## config.mk

```make
export PLATFORM = sky130hd
export DESIGN_NAME = config_chain_loader
export DESIGN_NICKNAME = d
export VERILOG_FILES = /design/src/rtl/config_chain_loader.sv
export SDC_FILE = /design/constraint.sdc
export NUM_CORES = 1
export LEC_CHECK = 0
export BUFFER_PORTS_ARGS = -buffer_cell sky130_fd_sc_hd__buf_4
export CAP_MARGIN = 20
export CELL_PAD_IN_SITES_DETAIL_PLACEMENT = 2
export CELL_PAD_IN_SITES_GLOBAL_PLACEMENT = 2
export CORE_MARGIN = 8
export CORE_UTILIZATION = 24
export DETAILED_ROUTE_END_ITERATION = 7
export PLACE_DENSITY = 0.6
export SYNTH_ARGS = -nofsm -noshare
export SYNTH_HDL_FRONTEND = slang
export SYNTH_SLANG_ARGS = --single-unit
```

## constraint.sdc

```tcl
create_clock -name prog_clk -period 2.4 [get_ports prog_clk]
set_input_delay 0.48 -clock prog_clk [delete_from_list [all_inputs] [get_ports prog_clk]]
set_output_delay 0.48 -clock prog_clk [all_outputs]
set_load 0.03 [all_outputs]
```

## src/rtl/config_chain_loader.sv

```systemverilog
// config_chain_loader
//   Accepts parallel bitstream words over a valid/ready handshake and
//   serialises them MSB-first into the configuration flip-flop chain.
//   Exactly CHAIN_LEN bits are shifted per load; the unused low bits of
//   the final word are discarded.
//
// Ports
//   prog_clk   programming clock (only clock)
//   pReset     synchronous active-high reset
//   start      single-cycle pulse that begins a load (IDLE/DONE only)
//   abort      terminates a load in progress (LOAD/SHIFT only)
//   s_data     bitstream word, bit WORD_W-1 shifted first
//   s_valid    s_data is valid
//   s_ready    block accepts a word this cycle
//   ccff_head  serial bit to the chain head (0 when ccff_en is low)
//   ccff_en    chain shift enable
//   busy       load in progress
//   done       full chain loaded
//   error      last load was aborted
module config_chain_loader #(
  parameter int WORD_W    = 8,
  parameter int CHAIN_LEN = 1024,
  parameter int CNT_W     = $clog2(CHAIN_LEN + 1)
) (
  input  logic              prog_clk,
  input  logic              pReset,
  input  logic              start,
  input  logic              abort,
  input  logic [WORD_W-1:0] s_data,
  input  logic              s_valid,
  output logic              s_ready,
  output logic              ccff_head,
  output logic              ccff_en,
  output logic              busy,
  output logic              done,
  output logic              error
);

  localparam int WC_W = $clog2(WORD_W + 1);

  typedef enum logic [1:0] {
    S_IDLE,
    S_LOAD,
    S_SHIFT,
    S_DONE
  } state_t;

  state_t            r_state;
  logic [WORD_W-1:0] r_sreg;
  logic [CNT_W-1:0]  r_bcnt;
  logic [WC_W-1:0]   r_wcnt;
  logic              r_error;

  // The shift that brings bcnt to CHAIN_LEN ends the load regardless of
  // how many bits are left in the current word.
  logic w_last_bit;
  logic w_last_of_word;

  assign w_last_bit     = (r_bcnt == CNT_W'(CHAIN_LEN - 1));
  assign w_last_of_word = (r_wcnt == WC_W'(1));

  always_ff @(posedge prog_clk) begin
    if (pReset) begin
      r_state <= S_IDLE;
      r_sreg  <= '0;
      r_bcnt  <= '0;
      r_wcnt  <= '0;
      r_error <= 1'b0;
    end else begin
      case (r_state)
        S_IDLE, S_DONE: begin
          if (start) begin
            r_state <= S_LOAD;
            r_bcnt  <= '0;
            r_error <= 1'b0;
          end
        end
        S_LOAD: begin
          // abort wins over a handshake in the same cycle
          if (abort) begin
            r_state <= S_IDLE;
            r_error <= 1'b1;
          end else if (s_valid) begin
            r_sreg  <= s_data;
            r_wcnt  <= WC_W'(WORD_W);
            r_state <= S_SHIFT;
          end
        end
        S_SHIFT: begin
          if (abort) begin
            r_state <= S_IDLE;
            r_error <= 1'b1;
          end else begin
            r_sreg <= {r_sreg[WORD_W-2:0], 1'b0};
            r_bcnt <= r_bcnt + CNT_W'(1);
            r_wcnt <= r_wcnt - WC_W'(1);
            if (w_last_bit) begin
              r_state <= S_DONE;
            end else if (w_last_of_word) begin
              r_state <= S_LOAD;
            end
          end
        end
        default: r_state <= S_IDLE;
      endcase
    end
  end

  // Outputs decode registered state; abort is the one combinational input
  // so the bit in the abort cycle never reaches the chain.
  assign s_ready   = (r_state == S_LOAD);
  assign busy      = (r_state == S_LOAD) || (r_state == S_SHIFT);
  assign done      = (r_state == S_DONE);
  assign error     = r_error;
  assign ccff_en   = (r_state == S_SHIFT) && !abort;
  assign ccff_head = ccff_en & r_sreg[WORD_W-1];

endmodule

```

# --- Yosys cells after proc, flatten, opt, wreduce, memory -nomap -nowiden ---
# Index checks and enable logic that the tools add are counted.
op_classes:
  n_eq_ne: 12
  mux: 21
  n_reduce_logical: 12
  n_addsub: 2
  bitwise: 1
op_table:
  columns: ["op", "count"]
  rows:
  - ["$mux W8", 3]
  - ["$mux W11", 2]
  - ["$pmux W11 S2", 1]
  - ["$pmux W8 S2", 1]
  - ["$mux W2", 6]
  - ["$mux W4", 3]
  - ["$add A11 B1 Y11 const B", 1]
  - ["$eq A11 B10 Y1 const B", 1]
  - ["$ne A2 B2 Y1 const B", 4]
  - ["$pmux W4 S2", 1]
  - ["$pmux W2 S3", 1]
  - ["$reduce_and A3 Y1", 2]
  - ["$eq A2 B2 Y1 const B", 2]
  - ["$eq A4 B1 Y1 const B", 1]
  - ["$ne A4 B4 Y1 const B", 1]
  - ["$reduce_and A4 Y1", 1]
  - ["$reduce_bool A2 Y1", 2]
  - ["$reduce_or A2 Y1", 2]
  - ["$sub A4 B1 Y4 const B", 1]
  - ["$ne A3 B3 Y1 const B", 1]
  - ["$eq A2 B1 Y1 const B", 1]
  - ["$logic_not A2 Y1", 1]
  - ["$mux W1", 2]
  - ["$ne A2 B1 Y1 const B", 1]
  - ["other kinds (6)", 6]
totals:
  ff_bits: 26
  wordCells: 53
  inputBits: 13

# --- Longest topological paths before layout ---
logic_depth:
  ltp_word: 5
  depth_mapped: 8

# --- Worst setup path after synthesis ---
# No wires, ideal clock.
synth_path:
  kind: "register -> output"
  start: "register r_state[0]"
  end: "output ccff_head"
  setup_slack_ns: 0.379
  stages_incl_launch_ff: 6
  t_required_ns: 1.920
  arrival_time_ns: 1.541
  n_path_buf: 1
  path_cell_list: "dfxtp_1 inv_1 ha_1 buf_4 nor2b_1 and2_1"
synth_between:
  elab_chain_cells: 3
synth_lines:
  columns: ["element", "line", "rtl"]
  rows:
  - ["start, declared", "48", "state_t r_state;"]
  - ["start signal, assigned", "64", "r_state <= S_IDLE;"]
  - ["start signal, assigned", "73", "r_state <= S_LOAD;"]
  - ["start signal, assigned", "81", "r_state <= S_IDLE;"]
  - ["$eq A2 B2 Y1", "115", "assign ccff_en = (r_state == S_SHIFT) && !abort;"]
  - ["$logic_and A1 B1 Y1", "115", null]
  - ["named net ccff_en", "33", "output logic ccff_en,"]
  - ["$and A1 B1 Y1", "116", "assign ccff_head = ccff_en & r_sreg[WORD_W-1];"]
  - ["end, declared", "32", "output logic ccff_head,"]
# The timed path passes the listed nets, and every way through them passes these cells.

# --- Worst setup path after layout ---
layout_path:
  start: "register r_state[0]"
  end: "register r_bcnt[8]"
layout_between:
  elab_chain_cells: 4
  word_cells_on_any_way: 9
  classes_between: "eq/ne (4); mux (1); reduce/logical (4)"
layout_lines:
  columns: ["element", "line", "rtl"]
  rows:
  - ["$eq A2 B2 Y1 or $logic_not A2 Y1 (tied branches)", "70", "case (r_state)"]
  - ["$reduce_or A2 Y1", "70", null]
  - ["$ne A2 B2 Y1 (no line) or $reduce_bool A2 Y1 (tied branches)", null, null]
  - ["$reduce_and A3 Y1 (no line)", null, null]
  - ["end signal, assigned", "95", "r_bcnt <= r_bcnt + CNT_W'(1);"]
  - ["end, declared", "50", "logic [CNT_W-1:0] r_bcnt;"]
# Several ways; a longest one is shown, not always the timed one.
# A chain may end at the register's enable or synchronous reset.

==> results.md <==
* RSZ-0062 raised after global routing: false
* PwrDens at 536.4 mW/mm^2
* Startpoint types: flip-flop
* Floorplan Core Area at 0.005816 mm^2
* Initial antenna violation count at 0
* Simple-gate portion of the synthesized area at 24.91%
* Final min period at 2088 ps
* Total Power at 0.8839 mW
* Post-CTS setup buffers at 0
* Post-DP HPWL at 3.153 mm
* Mapped Avg Cell Area at 8.766 um^2
* Worst Hold Margin at 492.9 ps
* Final Hold Viols at 0
* Synth Area in XOR/XNOR at 1.862%
* Largest net degree at the start of global routing at 20
* Routed wire length at 3.950 mm
* Status: complete, no violations
* Critical path arrival at 2250 ps
* Clk_skew at 3.089 ps
* Most frequently used flop master after synthesis: dfxtp_1
* Yosys warning count at 0
* Non-Filler Instances at 251
* Grt total ovfl at 0
* Die height at 92.69 um
* Die area at 0.008591 mm^2
* First-pass GRT wire length at 6.817 mm
* Starting density of the core at 24.27%
* Routed Antenna Nets at 0
* H-tree depth at 1
* GRT Overall Usage at 9.777%
* Critical Path RT at 2560 ps
* PortBufs at 18
* Floorplan row count at 28
* Yosys reg bits at 26
* FMAX at 0.4789 GHz
* Mux contribution to synthesized area at 7.181%
* Diode count at 0
* Placer congestion estimate at 0.7597
* Actual transition at the worst max-transition pin at 494.1 ps
* Mapped Cells at 161
* Worst Setup End Kind: flip-flop
* Syn Std Cell Area at 0.001411 mm^2
* DP Cell Count at 248
* Post-Synth Adder-Cell Area at 5.319%
* Hold Buf Count CTS at 0
* Die Wd at 92.69 um
* Most frequent cells in the layout: dfxtp_1, buf_4, nor2_1, inv_1, a21oi_1
* Period utilization at 87.01%
* Final setup fails at 0
* Initial drt markers at 40
* Leakage at 0.5834 nW
* Crit path max fanout at 8
* Synth cell types at 43
* Vias in the first global route at 1393
* Slew Limit Fails at 0
* CTS resizes at 0
* # DRC at 0
* PnR worst setup slack at 311.8 ps
* Root Buffer: clkbuf_8
* Final net count at 197
* Fraction of layout cells with a size suffix above 1 at 18.18%
* CTS Buffer Depth at 2
* Number of enable flip-flop cells after synthesis at 0
* Via count at 1239
* Crit Path Category: flip-flop to flip-flop
* Clk sinks at 26
* Initial DRT Pass Iterations at 4
* Syn Nets at 180
* Commonest non-fill, non-tap cell in the layout: dfxtp_1
* Max-capacitance violation count at 0
* Worst-skew pair later-pin latency at 270 ps
* Largest family of logic cells by synthesized area: simple AND/OR/NAND/NOR gates
* FFs w/ async S/R, synth at 0%
* Worst hold path type: flip-flop to flip-flop
* P&R area growth vs syn at 16.76%
* Worst-path clk slew at 90 ps
* Post-DR wirelength/cell at 15.74 um
* Sequential fraction of the synthesis area at 36.88%
* Setup TNS Final at 0 ps
* Num ports at 19
* Worst slew margin relative to its limit at 66.71%
* Worst VDD drop at 0.2320 mV
* Routed vias/inst at 4.936
* DP Worst Slack at 297.5 ps
* CTS buffer count at 3
* CTS tree: built
* Compound-Gate Fraction of Synth Area at 17.46%
-- cell type report --
cell class                 count  area (um^2)
multi-input combinational    116        800.8
clock buffer                   3        41.29
tap                           75        93.84
sequential                    26        520.5
inverter                      11        41.29
fill                         704         4168
timing repair buffer          20        150.1
-- where the power goes --
group          total, mW  switching (mW)  internal [mW]
logic              0.170           0.102         0.0679
registers          0.463          0.0137          0.449
clock network      0.251           0.139          0.113
-- per-layer routing --
| metal | vias to the layer above | wire, um | track usage [%] |
|---|---|---|---|
| li1 | 613 | - | - |
| met1 | 612 | 1655 | 10.31 |
| met2 | 10 | 2147 | 18.30 |
| met3 | 4 | 94 | 2.265 |
| met4 | 0 | 53 | 3.758 |
| met5 | - | 0 | 0 |
-- synthesized netlist by cell type (all sizes together) (2+ instances only) --
cell type / number / area (um^2)
dfxtp: 26 / 520.5
nor2: 18 / 75.07
a21oi: 11 / 55.05
inv: 11 / 41.29
mux2i: 9 / 90.09
nand2: 8 / 32.54
a211oi: 7 / 52.55
buf: 6 / 41.28
ha: 6 / 75.07
o21ai: 5 / 25.02
o31ai: 5 / 37.54
nand2b: 4 / 25.02
nand3: 4 / 20.02
nand4: 4 / 31.28
nand4b: 3 / 41.29
nor3: 3 / 15.01
or2: 3 / 21.28
or4: 3 / 22.52
xor2: 3 / 26.28
a22oi: 2 / 15.01
and3: 2 / 12.51
clkbuf: 2 / 7.510
nor2b: 2 / 12.51
o21a: 2 / 15.01
or3: 2 / 12.51
-- registers in the layout (all words and copies together), names as in the netlist --
name     flops
r_sreg       8
error        1
r_bcnt      11
r_wcnt       4
r_state      2
-- final timing paths --
path                                         startpoint                      to  slack (ps)  cells past startpoint
worst min-delay path             r_bcnt[9]$_SDFFE_PP0P_  r_bcnt[9]$_SDFFE_PP0P_         490                      2
worst min register to register   r_bcnt[9]$_SDFFE_PP0P_  r_bcnt[9]$_SDFFE_PP0P_         490                      2
worst max-delay path            r_state[0]$_SDFFE_PP0P_  r_bcnt[8]$_SDFFE_PP0P_         310                      6
worst max register to register  r_state[0]$_SDFFE_PP0P_  r_bcnt[8]$_SDFFE_PP0P_         310                      6
-- worst max-delay path: stages (launching register included) --
cell,delay (ps)
dfxtp_1,400
inv_1,70
ha_1,360
nand2b_1,330
nand4_2,230
nor3_1,230
mux2_2,360
-- logic make-up after synthesis --
family                   after synthesis
AND/OR/NAND/NOR                       60
adder cells (fa/ha/maj)                6
AO/OA/AOI/OAI                         37
buffers and inverters                 19
flip-flops                            26
multiplexers                          10
XOR/XNOR                               3
-- stage by stage --
step	utilization, %	area [um^2]
floorplan	-	1411
global placement	27.62	1607
detailed placement	27.62	1607
CTS	28.33	1648
global route	28.33	1648
finish	28.33	1648
(Power assumes the default switching activity.)
